--- config.mk ---
export PLATFORM = sky130hd
export DESIGN_NAME = clk_en_gen
export DESIGN_NICKNAME = d
export VERILOG_FILES = /design/src/rtl/clk_en_gen.sv
export SDC_FILE = /design/constraint.sdc
export NUM_CORES = 1
export LEC_CHECK = 0
export BUFFER_PORTS_ARGS = -buffer_cell sky130_fd_sc_hd__buf_4
export CAP_MARGIN = 10
export CORE_MARGIN = 4
export CORE_UTILIZATION = 45
export CTS_BUF_LIST = sky130_fd_sc_hd__clkbuf_16
export DETAILED_ROUTE_END_ITERATION = 8
export GPL_ROUTABILITY_DRIVEN = 0
export PLACE_DENSITY = 0.61
export SYNTH_ARGS = -nofsm -noshare
export SYNTH_HDL_FRONTEND = slang
export SYNTH_SLANG_ARGS = --single-unit
--- constraint.sdc ---
create_clock -name clk -period 6.1 [get_ports clk]
set_input_delay 1.22 -clock clk [delete_from_list [all_inputs] [get_ports clk]]
set_output_delay 1.22 -clock clk [all_outputs]
set_load 0.02 [all_outputs]
--- src/rtl/clk_en_gen.sv ---
// clk_en_gen: multi-channel programmable clock-enable generator.
// Each channel divides the system clock by a runtime-programmable integer
// and produces a one-cycle tick strobe and a square-wave outclk level.
// Any accepted reconfiguration relocks the block. All channels then restart
// from count zero, so they stay phase-aligned. Every output comes straight
// from a flop. The flops are loaded with look-ahead values, so each output
// matches the counter state of the cycle in which it is seen.
module clk_en_gen #(
  parameter int CHANNELS    = 2,
  parameter int DIV_W       = 8,
  parameter int LOCK_CYCLES = 16,
  parameter int DEFAULT_DIV = 2,
  localparam int CH_W       = (CHANNELS > 1) ? $clog2(CHANNELS) : 1
) (
  input  logic                clk,
  input  logic                rst_n,
  input  logic                cfg_valid,
  input  logic [CH_W-1:0]     cfg_ch,
  input  logic [DIV_W-1:0]    cfg_div,
  output logic                cfg_ready,
  output logic [CHANNELS-1:0] outclk,
  output logic [CHANNELS-1:0] tick,
  output logic                locked
);

  localparam int LC_W = (LOCK_CYCLES > 1) ? $clog2(LOCK_CYCLES) : 1;
  localparam logic [CH_W:0]   CH_LIMIT = (CH_W + 1)'(CHANNELS);
  localparam logic [LC_W-1:0] LOCK_LAST = LC_W'(LOCK_CYCLES - 1);

  typedef enum logic {
    ST_LOCKING = 1'b0,
    ST_LOCKED  = 1'b1
  } state_t;

  state_t          state_q;
  logic [LC_W-1:0] lock_cnt_q;
  logic            locked_q;
  logic            cfg_ready_q;

  logic cfg_accept;
  logic cfg_hit;
  logic lock_done;
  logic run_next;
  logic start_next;

  // A handshake only counts while we advertise ready. An out-of-range
  // channel index is consumed but leaves the block untouched.
  assign cfg_accept = cfg_valid && cfg_ready_q;
  assign cfg_hit    = cfg_accept && ({1'b0, cfg_ch} < CH_LIMIT);

  // lock_done: the last LOCKING cycle, so the next cycle is the first LOCKED one.
  // run_next: LOCKED now and still LOCKED next cycle, so the counters keep running.
  assign lock_done  = (state_q == ST_LOCKING) && (lock_cnt_q == LOCK_LAST);
  assign run_next   = (state_q == ST_LOCKED) && !cfg_hit;
  assign start_next = lock_done;

  assign locked    = locked_q;
  assign cfg_ready = cfg_ready_q;

  // Lock sequencer: count out the settle time, then run until a valid reconfig.
  always_ff @(posedge clk or negedge rst_n) begin
    if (!rst_n) begin
      state_q     <= ST_LOCKING;
      lock_cnt_q  <= '0;
      locked_q    <= 1'b0;
      cfg_ready_q <= 1'b0;
    end else begin
      case (state_q)
        ST_LOCKING: begin
          if (lock_done) begin
            state_q     <= ST_LOCKED;
            lock_cnt_q  <= '0;
            locked_q    <= 1'b1;
            cfg_ready_q <= 1'b1;
          end else begin
            lock_cnt_q <= lock_cnt_q + 1'b1;
          end
        end
        ST_LOCKED: begin
          if (cfg_hit) begin
            state_q     <= ST_LOCKING;
            lock_cnt_q  <= '0;
            locked_q    <= 1'b0;
            cfg_ready_q <= 1'b0;
          end
        end
      endcase
    end
  end

  for (genvar gi = 0; gi < CHANNELS; gi++) begin : g_ch
    logic [DIV_W-1:0] div_q;
    logic [DIV_W-1:0] cnt_q;
    logic [DIV_W-1:0] cnt_d;
    logic [DIV_W-1:0] d_eff;
    logic [DIV_W-1:0] d_last;
    logic [DIV_W-1:0] d_half;
    logic             outclk_q;
    logic             outclk_d;
    logic             tick_q;
    logic             tick_d;

    // Divisors below 2 cannot make a square wave, so they run as 2.
    assign d_eff  = (div_q < DIV_W'(2)) ? DIV_W'(2) : div_q;
    assign d_last = d_eff - 1'b1;
    assign d_half = d_eff >> 1;

    // Next count: wrap at D-1 while running, otherwise restart from zero.
    always_comb begin
      cnt_d = '0;
      if (run_next) begin
        cnt_d = (cnt_q == d_last) ? '0 : cnt_q + 1'b1;
      end
    end

    // Look-ahead outputs. They are forced low whenever next cycle is LOCKING.
    // The divisor cannot change on a running channel, so d_eff is still valid next cycle.
    assign outclk_d = (run_next || start_next) && (cnt_d < d_half);
    assign tick_d   = (run_next || start_next) && (cnt_d == d_last);

    // Per-channel divisor, phase counter and registered outputs.
    always_ff @(posedge clk or negedge rst_n) begin
      if (!rst_n) begin
        div_q    <= DIV_W'(DEFAULT_DIV);
        cnt_q    <= '0;
        outclk_q <= 1'b0;
        tick_q   <= 1'b0;
      end else begin
        if (cfg_hit && (cfg_ch == CH_W'(gi))) begin
          div_q <= cfg_div;
        end
        cnt_q    <= cnt_d;
        outclk_q <= outclk_d;
        tick_q   <= tick_d;
      end
    end

    assign outclk[gi] = outclk_q;
    assign tick[gi]   = tick_q;
  end

endmodule

==> results of run 1 <==
-- final timing paths --
| check | endpoint | from | cells past startpoint |
|---|---|---|---|
| worst min register to register | lock_cnt_q[1] | lock_cnt_q[1] | 2 |
| worst max-delay path | g_ch[0].outclk_q | g_ch[0].div_q[2] | 16 |
| worst max register to register | g_ch[0].outclk_q | g_ch[0].div_q[2] | 16 |
| min in group asynchronous | g_ch[0].cnt_q[2] | rst_n | 1 |
| max in group asynchronous | g_ch[1].div_q[1] | rst_n | 1 |
| worst min-delay path | lock_cnt_q[1] | lock_cnt_q[1] | 2 |
-- flip-flops by register name, indices dropped and copies added (netlist names) --
name and cells:
g_ch.cnt_q 16, g_ch.div_q 16, lock_cnt_q 4, g_ch.outclk_q 2, g_ch.tick_q 2, cfg_ready 1, state_q 1
-- report_power, final --
part,leakage [µW],total (µW),switching [µW],internal (µW)
Combinational,0.000840,944,505,439
Sequential,0.000545,538,170,369
Clock,0.0000812,306,114,192
Total,0.00147,1790,789,1000
-- worst min-delay path: stages (launching register included) --
cell     delay [ps]
dfrtp_1         370
nand2_1          50
o21ai_0          70
-- final cells by class --
| class | count | area share |
|---|---|---|
| inverters | 22 | 0.0241 |
| well taps | 96 | 0.0350 |
| clock buffers | 5 | 0.0364 |
| multi-input cells | 251 | 0.546 |
| clock inverters | 3 | 0.0120 |
| flip-flops and latches | 42 | 0.307 |
| repair buffers | 18 | 0.0394 |
-- layer usage --
layer / vias up / routed length [µm] / part of all wire
li1: 1196 / - / -
met1: 1187 / 3340 / 0.48
met2: 43 / 3230 / 0.46
met3: 18 / 253 / 0.036
met4: 0 / 209 / 0.030
met5: - / 0 / 0
-- metrics by stage --
step	cell area [µm²]	hold slack (ps)
2_1_floorplan	3130	468
3_3_place_gp	3270	497
3_5_place_dp	3270	519
4_1_cts	3430	533
5_1_grt	3430	561
6_report	3430	527
-- cell usage in the layout (no fill, tap or decap), types with 7 or more instances in the layout --
cell and n:
xor2_1 16, ha_1 17, xnor2_1 19, mux2_2 17, nand3_1 12, a21oi_1 12
buf_4 18, nand2_1 22, dfrtp_1 40, nor3_1 7, o21ai_0 14, nor2_1 30
inv_1 23
-- logic make-up (layout without fill, tap and decap cells) --
family	Yosys count	count (layout)	synth area share
and+or+nand+nor	107	107	0.187
AOI/OAI and AO/OA	73	73	0.178
DFF	42	42	0.336
buffers and inverters	42	48	0.0647
xor gates and xnor gates	35	35	0.0979
muxes	19	19	0.0675
adders and majority gates	17	17	0.0679
==> flow_summary_export.csv, run 1 <==
group,metric,value,unit
place,port_buffers,17,
setup_path,required,6310,ps
setup_path,critPathTopFamily,"compound AO/OA/AOI/OAI gates",
power_and_ir_drop,cellLeakagePower,0.00147,µW
synthesis,synth_seq_cells,42,
global_routing,grtUsageMet2,0.287,
hold_path,hold_class,"reg2reg",
synthesis,synth.largest_area_cell,"dfrtp_1",
setup_path,slowest_delay,640,ps
final_layout,regArea,1050,µm²
place,dp_hpwl,5370,µm
setup_path,critical_path_buf_inv_count,0,
sta,skew,7.04,ps
routing,wl,7040,µm
status,status,"finished clean",
final_layout,drive_above_1_share,0.182,
final_layout,area_delta_synth_final,9.63,%
die,ios,18,
sta,rsz0062_at_grt,"no",
setup_path,rrSetupSlack,1310,ps
setup_path,critPathSlowestCell,"o31ai_4",
setup_path,crit_arrival,5000,ps
global_routing,grt_first_pass_wirelength,12100,µm
sta,tightest_slew,654,ps
sta,relSlewSlack,0.564,
synthesis,ys_seq_area_frac,0.336,
setup_path,critPathMaxFanout,15,
sta,period_share,0.786,
final_layout,final_util,0.505,
die,die_w,91.4,µm
global_routing,grt.met3_usage,0.0348,
global_routing,grt_max_degree,43,
clocking,htree_levels,2,
synthesis,synth_edf_count,0,
die,core_area,6790,µm²
routing,drt_iter0_drc,121,
setup_path,start_kind,"register",
routing,routedWlPerCell,16.1,µm
global_routing,grtUsageMet1,0.240,
synthesis,synth_commonest_cells,"dfrtp_1, nor2_1, inv_1, nand2_1, xnor2_1",
clocking,tritoncts,"yes",
global_routing,gr-usage-all-layers,0.181,
routing,drt_pass1_iterations,5,
synthesis,yosys.cell_count.top_type,"dfrtp_1",
synthesis,syn_inst,335,
die,die_area,8360,µm²
clocking,clock_tree.root_cell,"clkbuf_16",
synthesis,synth_nets,364,
synthesis,ys.flop_type,"dfrtp_1",
place,dp_slack,1350,ps
clocking,cts_num_sinks,42,
routing,ant_nets,0,
sta,finalSetupTns,0,ps
global_routing,busiest_layer,"met2",
setup_path,cpMostUsedCell,"nor2_1",
sta,finalHoldViolCount,0,
synthesis,synth.distinct_cells,64,
sta,layout_setup_ws,1310,ps
clocking,cts_buffers,5,
power_and_ir_drop,peakVddDrop,0.212,mV
setup_path,worstPathCellList,"or4_4, o41ai_4, ha_1, or3b_2, xnor2_1, a211oi_1, o2111ai_1, o31ai_4, nor2b_1, ha_1, o21a_1, o2111ai_1, nor3b_1, nor2_1, nor2_1, nor2_1",
synthesis,syn_area_per_cell,9.35,µm²
sta,setup-violations-final,0,
final_layout,nFillCells,620,
final_layout,final_cells,437,
clocking,cts_setup_buffers,0,
setup_path,path_class,"reg2reg",
synthesis,synth_top_cells_by_area,"dfrtp_1, ha_1, mux2_2",
sta,fin_crit,4790,ps
clocking,cts_hold_buf,0,
synthesis,netlist_area,3130,µm²
sta,timing_max_transition_violations_final,0,
synthesis,synth.top_cell.area_share,0.320,
power_and_ir_drop,powerDensity,521,nW/µm²
power_and_ir_drop,p_total,1790,µW
synthesis,yosys_warnings,0,
routing,vias,2444,
place,placed_cells,429,
clocking,cts_buffer_depth,2,
clocking,clkSlewWorstSetupHoldPaths,60,ps
synthesis,synth-async-reset-ratio,1.00,
final_layout,multiInputGateArea,1880,µm²
routing,vias_per_cell,5.59,
routing,drc,0,
clocking,clk_latency,290,ps
die,rows,30,
die,initial_utilization,0.461,
clocking,ctsResizeCount,0,
global_routing,antenna_found_initial,0,
die,die_h,91.4,µm
setup_path,end_kind,"register",
final_layout,diodes,0,
sta,fmax,209,MHz
final_layout,finalNetCount,369,
global_routing,overflow,0,
flow_run,cap_violations,0,
global_routing,first_global_vias,2439,
No activity file was read; power rests on OpenSTA's default activity.
==> run 2, diff against run 1 <==
clock period = 4.7 ns   (was 6.1 ns; I/O delays follow)
==> flow_summary_export.csv, run 2 (synthesized netlist as in run 1, its figures left out) <==
group,metric,value,unit
status,status,"finished clean",
global_routing,busiest_layer,"met2",
sta,fmax,233,MHz
global_routing,grtUsageMet1,0.236,
place,dp_hpwl,5520,µm
sta,timing_max_transition_violations_final,0,
sta,relSlewSlack,0.631,
global_routing,overflow,0,
sta,hold-worst-slack,517,ps
power_and_ir_drop,cellLeakagePower,0.00150,µW
sta,tightest_slew,553,ps
routing,vias_per_cell,5.59,
global_routing,grtUsageMet2,0.284,
sta,finalSetupTns,0,ps
setup_path,rrSetupSlack,410,ps
die,die_w,91.4,µm
global_routing,first_global_vias,2369,
die,die_area,8360,µm²
clocking,cts_hold_buf,0,
global_routing,gr-usage-all-layers,0.176,
clocking,ctsResizeCount,0,
setup_path,slowest_delay,570,ps
hold_path,hold_class,"reg2reg",
final_layout,diodes,0,
final_layout,final_cells,443,
routing,routedWlPerCell,15.9,µm
final_layout,regArea,1050,µm²
routing,drt_iter0_drc,98,
routing,drt_pass1_iterations,4,
place,port_buffers,17,
final_layout,final_common_cell,"dfrtp_1",
clocking,cts_buffer_depth,2,
clocking,clk_latency,290,ps
die,ios,18,
setup_path,critPathMaxFanout,9,
clocking,htree_levels,2,
flow_run,cap_violations,0,
power_and_ir_drop,peakVddDrop,0.299,mV
die,core_area,6790,µm²
sta,setup-violations-final,0,
sta,period_share,0.913,
setup_path,cpMostUsedCell,"nor2_1",
sta,rsz0062_at_grt,"no",
setup_path,crit_arrival,4460,ps
die,initial_utilization,0.461,
clocking,tritoncts,"yes",
routing,ant_nets,0,
setup_path,start_kind,"register",
setup_path,worstPathCellList,"or4_4, o41ai_4, ha_1, or3b_2, xnor2_1, a211oi_1, o2111ai_1, o31ai_4, nor2_1, ha_1, o21a_1, o2111ai_1, nor3b_1, nor2_1, nor2_1, nor2_1",
clocking,cts_num_sinks,42,
global_routing,antenna_found_initial,0,
final_layout,finalNetCount,375,
power_and_ir_drop,powerDensity,681,nW/µm²
hold_path,hold_start,"lock_cnt_q[1]",
sta,finalHoldViolCount,0,
setup_path,critPathSlowestCell,"or4_4",
die,die_h,91.4,µm
setup_path,r2r_start,"g_ch[0].div_q[3]",
setup_path,path_class,"reg2reg",
global_routing,grt_max_degree,43,
clocking,cts_buffers,5,
global_routing,grt_first_pass_wirelength,11900,µm
clocking,clkSlewWorstSetupHoldPaths,60,ps
setup_path,required,4870,ps
final_layout,layout_common_cells,"dfrtp_1, nor2_1, buf_4",
routing,drc,0,
setup_path,end_kind,"register",
final_layout,area_delta_synth_final,11.3,%
global_routing,grt.met3_usage,0.0323,
die,rows,30,
sta,fin_crit,4290,ps
final_layout,multiInputGateArea,1880,µm²
place,placed_cells,435,
final_layout,drive_above_1_share,0.199,
sta,skew,6.53,ps
clocking,clock_tree.root_cell,"clkbuf_16",
routing,wl,7060,µm
final_layout,nFillCells,611,
clocking,cts_setup_buffers,0,
setup_path,startpoint,"g_ch[0].div_q[3]",
routing,vias,2476,
final_layout,largestRegisters,"g_ch.cnt_q x16, g_ch.div_q x16, lock_cnt_q x4",
## run 2: path summary, 6_finish.rpt
path	to	depth (start not counted)
max	g_ch[0].outclk_q	16
min	lock_cnt_q[1]	2
max reg2reg	g_ch[0].outclk_q	16
min reg2reg	lock_cnt_q[1]	2
max in group asynchronous	g_ch[1].div_q[1]	1
min in group asynchronous	g_ch[1].cnt_q[3]	1
## run 2: worst max-delay path, delay by kind of cell (launching register included)
family,cells,cell delay (ps)
and+or+nand+nor,7,1640
DFF,1,470
adders and majority gates,2,530
xor gates and xnor gates,1,140
AOI/OAI and AO/OA,6,1390
## run 2: metal layers
metal  up-vias  part of all wire
met5         -                 0
met1      1190              0.47
li1       1216                 -
met2        55              0.47
met4         0             0.022
met3        15             0.035
## run 2: area by class of cell
type	count	share of cell area
Timing Repair Buffer	24	0.0517
Sequential cell	42	0.302
Clock buffer	5	0.0359
Tap cell	96	0.0345
Clock inverter	3	0.0140
Multi-Input combinational cell	251	0.538
Inverter	22	0.0237
## run 2: where the power goes
part           total [µW]  leakage, µW  internal (µW)  switching (µW)
logic                1300     0.000869            604             691
registers             673     0.000545            479             194
clock network         405    0.0000819            254             151
## run 2: stage by stage
stage | power, µW | area (µm²) | setup slack (ps) | util
3_3_place_gp | 1960 | 3310 | 566 | 0.487
5_1_grt | 2570 | 3490 | 37.7 | 0.513
3_5_place_dp | 1960 | 3310 | 457 | 0.487
4_1_cts | 2380 | 3490 | 423 | 0.513
2_1_floorplan | 1680 | 3130 | 460 | -
6_report | 2370 | 3490 | 408 | 0.513
